**config.mk**
```make
export PLATFORM = sky130hd
export DESIGN_NAME = memory_read_arbiter_rr
export DESIGN_NICKNAME = d
export VERILOG_FILES = /design/src/rtl/memory_arb_pkg.sv /design/src/rtl/rr_pointer_select.sv /design/src/rtl/memory_read_arbiter_rr.sv
export SDC_FILE = /design/constraint.sdc
export NUM_CORES = 1
export LEC_CHECK = 0
export BUFFER_PORTS_ARGS = -buffer_cell sky130_fd_sc_hd__buf_2
export CORE_MARGIN = 1.5
export CORE_UTILIZATION = 31
export CTS_CLUSTER_SIZE = 12
export DETAILED_ROUTE_END_ITERATION = 10
export GPL_ROUTABILITY_DRIVEN = 1
export HOLD_SLACK_MARGIN = 0.06
export PLACE_DENSITY = 0.8
export SETUP_SLACK_MARGIN = 0.4
export SYNTH_ARGS = -nofsm -noshare
export SYNTH_HDL_FRONTEND = slang
export SYNTH_SLANG_ARGS = --single-unit
```
**constraint.sdc**
```tcl
create_clock -name clk -period 2.02 [get_ports clk]
set_input_delay 0.101 -clock clk [delete_from_list [all_inputs] [get_ports clk]]
set_output_delay 0.101 -clock clk [all_outputs]
set_load 0.005 [all_outputs]
```
**src/rtl/memory_arb_pkg.sv**
```systemverilog
// Shared types for the memory read arbiter.
// The requester-id type is sized for the largest supported requester count;
// each arbiter instance checks at elaboration that its own N_REQ fits.
package memory_arb_pkg;

  // Largest requester count any arbiter instance may be built with.
  localparam int ARB_N_REQ_MAX = 16;
  localparam int ARB_ID_WIDTH  = $clog2(ARB_N_REQ_MAX);

  // Fixed-latency memory needs at least one register stage between
  // address acceptance and data return.
  localparam int MEM_LATENCY_MIN = 1;

  typedef logic [ARB_ID_WIDTH-1:0] arb_id_t;

  // One stage of the in-flight read tracker.
  typedef struct packed {
    logic    valid;
    arb_id_t id;
  } inflight_t;

endpackage

```
**src/rtl/rr_pointer_select.sv**
```systemverilog
// Round-robin winner selection, purely combinational.
// Ports: req (request vector), last_grant (previous winner),
//        winner (first asserted req above last_grant, wrapping), any (|req).
module rr_pointer_select
  import memory_arb_pkg::*;
#(
  parameter int N_REQ = 3
) (
  input  logic [N_REQ-1:0] req,
  input  arb_id_t          last_grant,
  output arb_id_t          winner,
  output logic             any
);

  logic [N_REQ-1:0] mask;
  logic [N_REQ-1:0] masked;
  logic [N_REQ-1:0] pick_vec;

  // Mask keeps only positions strictly above the previous winner.
  always_comb begin
    mask = '0;
    for (int i = 0; i < N_REQ; i++) begin
      mask[i] = (arb_id_t'(i) > last_grant);
    end
  end

  assign masked = req & mask;

  // If nothing is pending above the pointer, wrap around to the full vector.
  assign pick_vec = (|masked) ? masked : req;

  // Lowest set bit of pick_vec: scan downward so the last hit is the lowest.
  always_comb begin
    winner = '0;
    for (int i = N_REQ - 1; i >= 0; i--) begin
      if (pick_vec[i]) begin
        winner = arb_id_t'(i);
      end
    end
  end

  assign any = |req;

endmodule

```
**src/rtl/memory_read_arbiter_rr.sv**
```systemverilog
// Round-robin arbiter sharing one fixed-latency memory read port among N_REQ
// requesters; tracks the id of every in-flight read and strobes its response.
// Ports: req_valid/req_addr/req_ready (requesters), rsp_valid/rsp_data
//        (one-hot response strobe + broadcast data), mem_valid/mem_addr/
//        mem_ready/mem_data (memory), busy. clk rising edge, rst async active-low.
// Optional: define MEMORY_ARB_CC_PRIORITY_EN to give requester N_REQ-1
// (character-control port) absolute priority over the round-robin ring.
module memory_read_arbiter_rr
  import memory_arb_pkg::*;
#(
  parameter int N_REQ       = 3,
  parameter int ADDR_WIDTH  = 11,
  parameter int DATA_WIDTH  = 16,
  parameter int MEM_LATENCY = 1
) (
  input  logic                        clk,
  input  logic                        rst,
  input  logic [N_REQ-1:0]            req_valid,
  input  logic [N_REQ*ADDR_WIDTH-1:0] req_addr,
  output logic [N_REQ-1:0]            req_ready,
  output logic [N_REQ-1:0]            rsp_valid,
  output logic [DATA_WIDTH-1:0]       rsp_data,
  output logic                        mem_valid,
  output logic [ADDR_WIDTH-1:0]       mem_addr,
  input  logic                        mem_ready,
  input  logic [DATA_WIDTH-1:0]       mem_data,
  output logic                        busy
);

  localparam int ID_WIDTH = $clog2(N_REQ);

  if (MEM_LATENCY < MEM_LATENCY_MIN) begin : g_bad_latency
    $error("memory_read_arbiter_rr: MEM_LATENCY must be >= 1");
  end
  if (N_REQ < 2 || ID_WIDTH > ARB_ID_WIDTH) begin : g_bad_nreq
    $error("memory_read_arbiter_rr: N_REQ out of supported range");
  end

  arb_id_t   last_grant;
  arb_id_t   rr_winner;
  arb_id_t   winner;
  logic      any_req;
  logic      xfer;
  inflight_t pipe [MEM_LATENCY];

  rr_pointer_select #(
    .N_REQ (N_REQ)
  ) u_select (
    .req        (req_valid),
    .last_grant (last_grant),
    .winner     (rr_winner),
    .any        (any_req)
  );

`ifdef MEMORY_ARB_CC_PRIORITY_EN
  logic cc_win;
  assign cc_win = req_valid[N_REQ-1];
  assign winner = cc_win ? arb_id_t'(N_REQ - 1) : rr_winner;
`else
  assign winner = rr_winner;
`endif

  // Selection is not locked: the winner may change while mem_ready is low.
  assign mem_valid = any_req;
  assign xfer      = any_req & mem_ready;

  always_comb begin
    mem_addr = '0;
    for (int i = 0; i < N_REQ; i++) begin
      if (winner == arb_id_t'(i)) begin
        mem_addr = req_addr[i*ADDR_WIDTH +: ADDR_WIDTH];
      end
    end
  end

  always_comb begin
    req_ready = '0;
    for (int i = 0; i < N_REQ; i++) begin
      req_ready[i] = xfer && (winner == arb_id_t'(i));
    end
  end

  // Pointer starts at the top so requester 0 is first after reset.
  // Priority grants to the character-control port leave the ring untouched.
  always_ff @(posedge clk or negedge rst) begin
    if (!rst) begin
      last_grant <= arb_id_t'(N_REQ - 1);
`ifdef MEMORY_ARB_CC_PRIORITY_EN
    end else if (xfer && !cc_win) begin
`else
    end else if (xfer) begin
`endif
      last_grant <= winner;
    end
  end

  // In-flight tracker shifts every cycle, independent of mem_ready, since the
  // memory returns data on a fixed schedule. Reset drops anything in flight.
  always_ff @(posedge clk or negedge rst) begin
    if (!rst) begin
      for (int i = 0; i < MEM_LATENCY; i++) begin
        pipe[i] <= '0;
      end
    end else begin
      pipe[0].valid <= xfer;
      pipe[0].id    <= winner;
      for (int i = 1; i < MEM_LATENCY; i++) begin
        pipe[i] <= pipe[i-1];
      end
    end
  end

  always_comb begin
    rsp_valid = '0;
    for (int i = 0; i < N_REQ; i++) begin
      rsp_valid[i] = pipe[MEM_LATENCY-1].valid && (pipe[MEM_LATENCY-1].id == arb_id_t'(i));
    end
  end

  assign rsp_data = mem_data;

  always_comb begin
    busy = |req_valid;
    for (int i = 0; i < MEM_LATENCY; i++) begin
      busy = busy | pipe[i].valid;
    end
  end

endmodule
```
Word-level counts from Yosys, hierarchy flattened --
Cells that the tools add are included.
Storage, ports and cells: bits of input ports 55, register bits 9, output and inout bits 35, logic and storage cells 30
Cells by class: equality and inequality tests 4, order comparisons 3, mux-type cells 7, bitwise operators 3, reduce and logical (&&, ||, !) cells 10
Operators by type and width (number):
- 11-bit 2-to-1 mux | 3
- 4-bit by 1-bit == test with 1-bit output, second input constant | 2
- 4-bit by 2-bit == test with 1-bit output, second input constant | 2
- 1-bit by 4-bit > comparator with 1-bit output, first input constant | 2
- 4-bit zero test | 2
- 1-bit logical AND | 6
- 2-bit 2-to-1 mux | 3
- 3-bit OR reduction | 2
- 2-bit by 4-bit > comparator with 1-bit output, first input constant | 1
- 3-bit bitwise AND | 1
- 3-bit 2-to-1 mux | 1
- 1-bit bitwise AND | 1
- 1-bit bitwise OR | 1

Longest topological paths before layout --
depth in word-level cells 11, depth in mapped cells 5, gate-level depth less buffers 4

Modules after synthesis --
Synthesis repeated with hierarchy kept, for this count alone.
Unflattened totals: cells, all modules 93, area, all modules 850.8 µm²
Modules (own cells, without submodules):
- memory_read_arbiter_rr | seq. area each 226.5 µm², instances 1, cells an instance 80, area each 765.7 µm²
- rr_pointer_select | seq. area each 0.0 µm², instances 1, cells an instance 13, area each 85.1 µm²

Least setup slack after synthesis --
Ideal clock, no wire load.
path type reg-to-output, start reg last_grant[1], end out mem_addr[2], buffers on the path 1, required time 1.919 ns, cell stages (with the launch flop) 6, arrival 1.449 ns, path slack 0.470 ns, cell sequence dfstp_2 > nor2_1 > a22o_2 > buf_6 > a22o_1 > mux2_4
On the way: elaborated cells between the ends (all ways) 15, classes of those cells 3 x order compare; 2 x eq/ne; 7 x mux; 1 x bitwise; 2 x reduce/logical
RTL lines:
- from (decl) | line memory_read_arbiter_rr.sv:39 | arb_id_t last_grant;
- from (signal assigned) | line memory_read_arbiter_rr.sv:87 | last_grant <= arb_id_t'(N_REQ - 1);
- from (signal assigned) | line memory_read_arbiter_rr.sv:93 | last_grant <= winner;
- 1-bit by 4-bit > comparator with 1-bit output or 2-bit by 4-bit > comparator with 1-bit output (tied branches) | line rr_pointer_select.sv:23 | mask[i] = (arb_id_t'(i) > last_grant);
- 3-bit bitwise AND (*) | line rr_pointer_select.sv:27 | assign masked = req & mask;
- 3-bit OR reduction | line rr_pointer_select.sv:30 | assign pick_vec = (|masked) ? masked : req;
- 3-bit 2-to-1 mux (*) | line rr_pointer_select.sv:30
- 2-bit 2-to-1 mux | line rr_pointer_select.sv:36 | if (pick_vec[i]) begin
- 2-bit 2-to-1 mux (*) | line rr_pointer_select.sv:36
- named net rr_winner[0] | line memory_read_arbiter_rr.sv:40 | arb_id_t rr_winner;
- 4-bit zero test | line memory_read_arbiter_rr.sv:70 | if (winner == arb_id_t'(i)) begin
- 11-bit 2-to-1 mux (2 in series) | line memory_read_arbiter_rr.sv:70
- 11-bit 2-to-1 mux (*) | line memory_read_arbiter_rr.sv:70
- to (decl) | line memory_read_arbiter_rr.sv:24 | output logic [ADDR_WIDTH-1:0] mem_addr,
The timed path passes the listed nets; every way through them passes the cells marked *.

Worst setup path in the final report --
start reg last_grant[1], end out mem_addr[2]
On the way: cells in the longest elaborated chain, start to end 11, elaborated cells between the ends (all ways) 15, classes of those cells 3 x order compare; 2 x eq/ne; 7 x mux; 1 x bitwise; 2 x reduce/logical
RTL lines (line):
- 1-bit by 4-bit > comparator with 1-bit output or 2-bit by 4-bit > comparator with 1-bit output (tied branches) | rr_pointer_select.sv:23
- 3-bit bitwise AND (*) | rr_pointer_select.sv:27
- 3-bit OR reduction | rr_pointer_select.sv:30
- 3-bit 2-to-1 mux (*) | rr_pointer_select.sv:30
- 2-bit 2-to-1 mux (2 in series) | rr_pointer_select.sv:36
- 2-bit 2-to-1 mux (*) | rr_pointer_select.sv:36
- 4-bit zero test | memory_read_arbiter_rr.sv:70
- 11-bit 2-to-1 mux (2 in series) | memory_read_arbiter_rr.sv:70
- 11-bit 2-to-1 mux (*) | memory_read_arbiter_rr.sv:70
Every way passes the cells marked *; elsewhere a longest branch is shown, timed or not.

==> metrics.txt <==
commonest cells in the netlist 17 x buf_4, 8 x a22o_1, 8 x mux2_4; largest net degree at the start of global routing 15; initial antenna violation count 0; max-slew violations 0; Worst Hold Class in2out; Final Wtd Congestion 0.683; DRC errors left 0; area leader, netlist buf_4; Detail Placement HPWL 1.34 mm; CTS HTree Levels 1; synthesized instance count 70; critical path launch point type register; Die ar. 2440 um^2; number of synthesized flops with an enable pin 0; Core ar. 2000 um^2; total power draw 0.599 mW; TNS Setup 0 ps; Synth Register Bits 5; sequential share of the synthesized area 0.189; max cap viols 0; Ys Warns 0; total grt overflow 0; kind of critical path reg2out; Die Wd 49.4 um; Clock Skew 1.03 ps; PortBufs 57; syn avg cell area 9.54 um^2; number of global-route vias before repair 676; unrepaired setup endpoints after global routing true; syn_nets 125; Worst-Skew Late Latency 240 ps; P_leak 0.585 nW; I/O pin count 90; Slew HR 0.789; Max Freq 542 MHz; # rows 16; vias per cell 4.86; pwr/cell area 577 nW/um^2; cts bufs inserted 3; clock buffer depth 2; Reg clk slew, reported paths 40 ps; crit path DAT 1740 ps; first-pass GRT wire length 2.89 mm; Root Driver clkbuf_4; die height 49.4 um; Initial Utilization 0.334; final WL 1.93 mm; crit path capture type output pin; Area Growth Syn to Fin 55.2%; top post-synthesis cells by area buf_4 19%, mux2_4 18%, dfrtp_1 15%; Detailed Route Iter0 Violations 4; distinct cell type count after synthesis 24; TritonCTS clock tree yes; Synth top area share 0.191; gr usage total 0.151; remaining antenna violation count 0; Final Setup Violations 0; Worst EP required 1920 ps; Async SR Flop Fraction 1.00; DP Area 858 um^2; Worst Path Max Fanout 7; Final nets 176; Initial DRT Pass Iterations 4; share of post-route cells with drive strength above 1 0.742; ys flop type dfrtp_1; top-count cell post-synth buf_4; routed length per placed instance 13.1 um; Max VDD drop 0.406 mV; Mapped Area 668 um^2; outcome completed; Sink Count 5; final instance area 1040 um^2; fin crit period 1840 ps; Least-Margin Pin Slew 316 ps; crit share post-route 0.913; Via Count 715; post-layout util 0.518; # diodes 0; Final Hold Vio Count 0
[flip-flops by register name, indices dropped and copies added, names as in the netlist]
signal,cells
pipe,3
last_grant,2
[through the flow]
stage | std cells | worst slack [ps] | hold WS, ps
global placement | 137 | 339 | -78.4
global route | 147 | 105 | 202
detailed placement | 137 | 310 | -72.2
CTS | 145 | 158 | 194
finish | 147 | 177 | 202
floorplan | 70 | 470 | -195
[worst paths after layout]
kind | slack [ps] | to | start | cells after the start
min in group asynchronous | 210 | last_grant[0] | rst | 2
hold / removal | 200 | rsp_data[10] | mem_data[10] | 0
hold reg to reg | 560 | last_grant[0] | last_grant[0] | 1
max in group asynchronous | 1590 | last_grant[1] | rst | 2
setup reg to reg | 500 | last_grant[0] | last_grant[1] | 6
setup / recovery | 180 | mem_addr[2] | last_grant[1] | 5
[critical path, stage by stage, from the launching register on]
cell and delay (ps):
dfstp_2 570, nor2_4 50, a22o_4 270, a22o_1 240, mux2_4 260, buf_6 110
[cells by family after synthesis]
kind of cell	count (synthesis)	share of synthesized area
AND/OR/NAND/NOR	16	0.140
buffers and inverters	21	0.227
flip-flops	5	0.189
AO/OA/AOI/OAI	17	0.213
multiplexers	11	0.230
[routing by layer]
layer / vias to the layer above / share of wire / GRT usage
met5: - / 0 / 0
met4: 0 / 0.014 / 0.0417
met3: 6 / 0.085 / 0.0613
met2: 42 / 0.52 / 0.284
met1: 322 / 0.38 / 0.151
li1: 345 / - / -
[power by group]
| group | internal, mW | switching, mW | leakage, nW |
|---|---|---|---|
| registers | 0.117 | 0.0142 | 0.0587 |
| logic | 0.228 | 0.126 | 0.511 |
| clock network | 0.0746 | 0.0394 | 0.0150 |
[layout make-up]
type | count | area [um^2]
tap | 27 | 33.8
timing repair buffer | 64 | 413
multi-input combinational | 45 | 429
inverter | 2 | 7.51
sequential | 5 | 128
fill | 212 | 965
clock buffer | 4 | 26.3
[layout by cell type (no fill, tap or decap), types with 2 or more instances in the layout]
cell type   n
clkbuf_4    3
a22o_4      2
and3b_1     2
buf_6       8
a22o_1      8
inv_1       2
mux2_2      3
nor2b_1     3
nand2_1     3
mux2_4      8
a22o_2      3
buf_2      52
dfrtp_1     3
[timing repair]
action | 4_1_cts | 5_1_grt
pin swaps | 12 | 1
setup buffers | 2 | 1
setup endpoints to repair | 12 | 14
cloned | 1 | 1
resized for setup | 10 | 8
hold buffers | 1 | 0
endpoints found under the hold margin | 5 | 0
No activity file was read; power rests on OpenSTA's default activity.
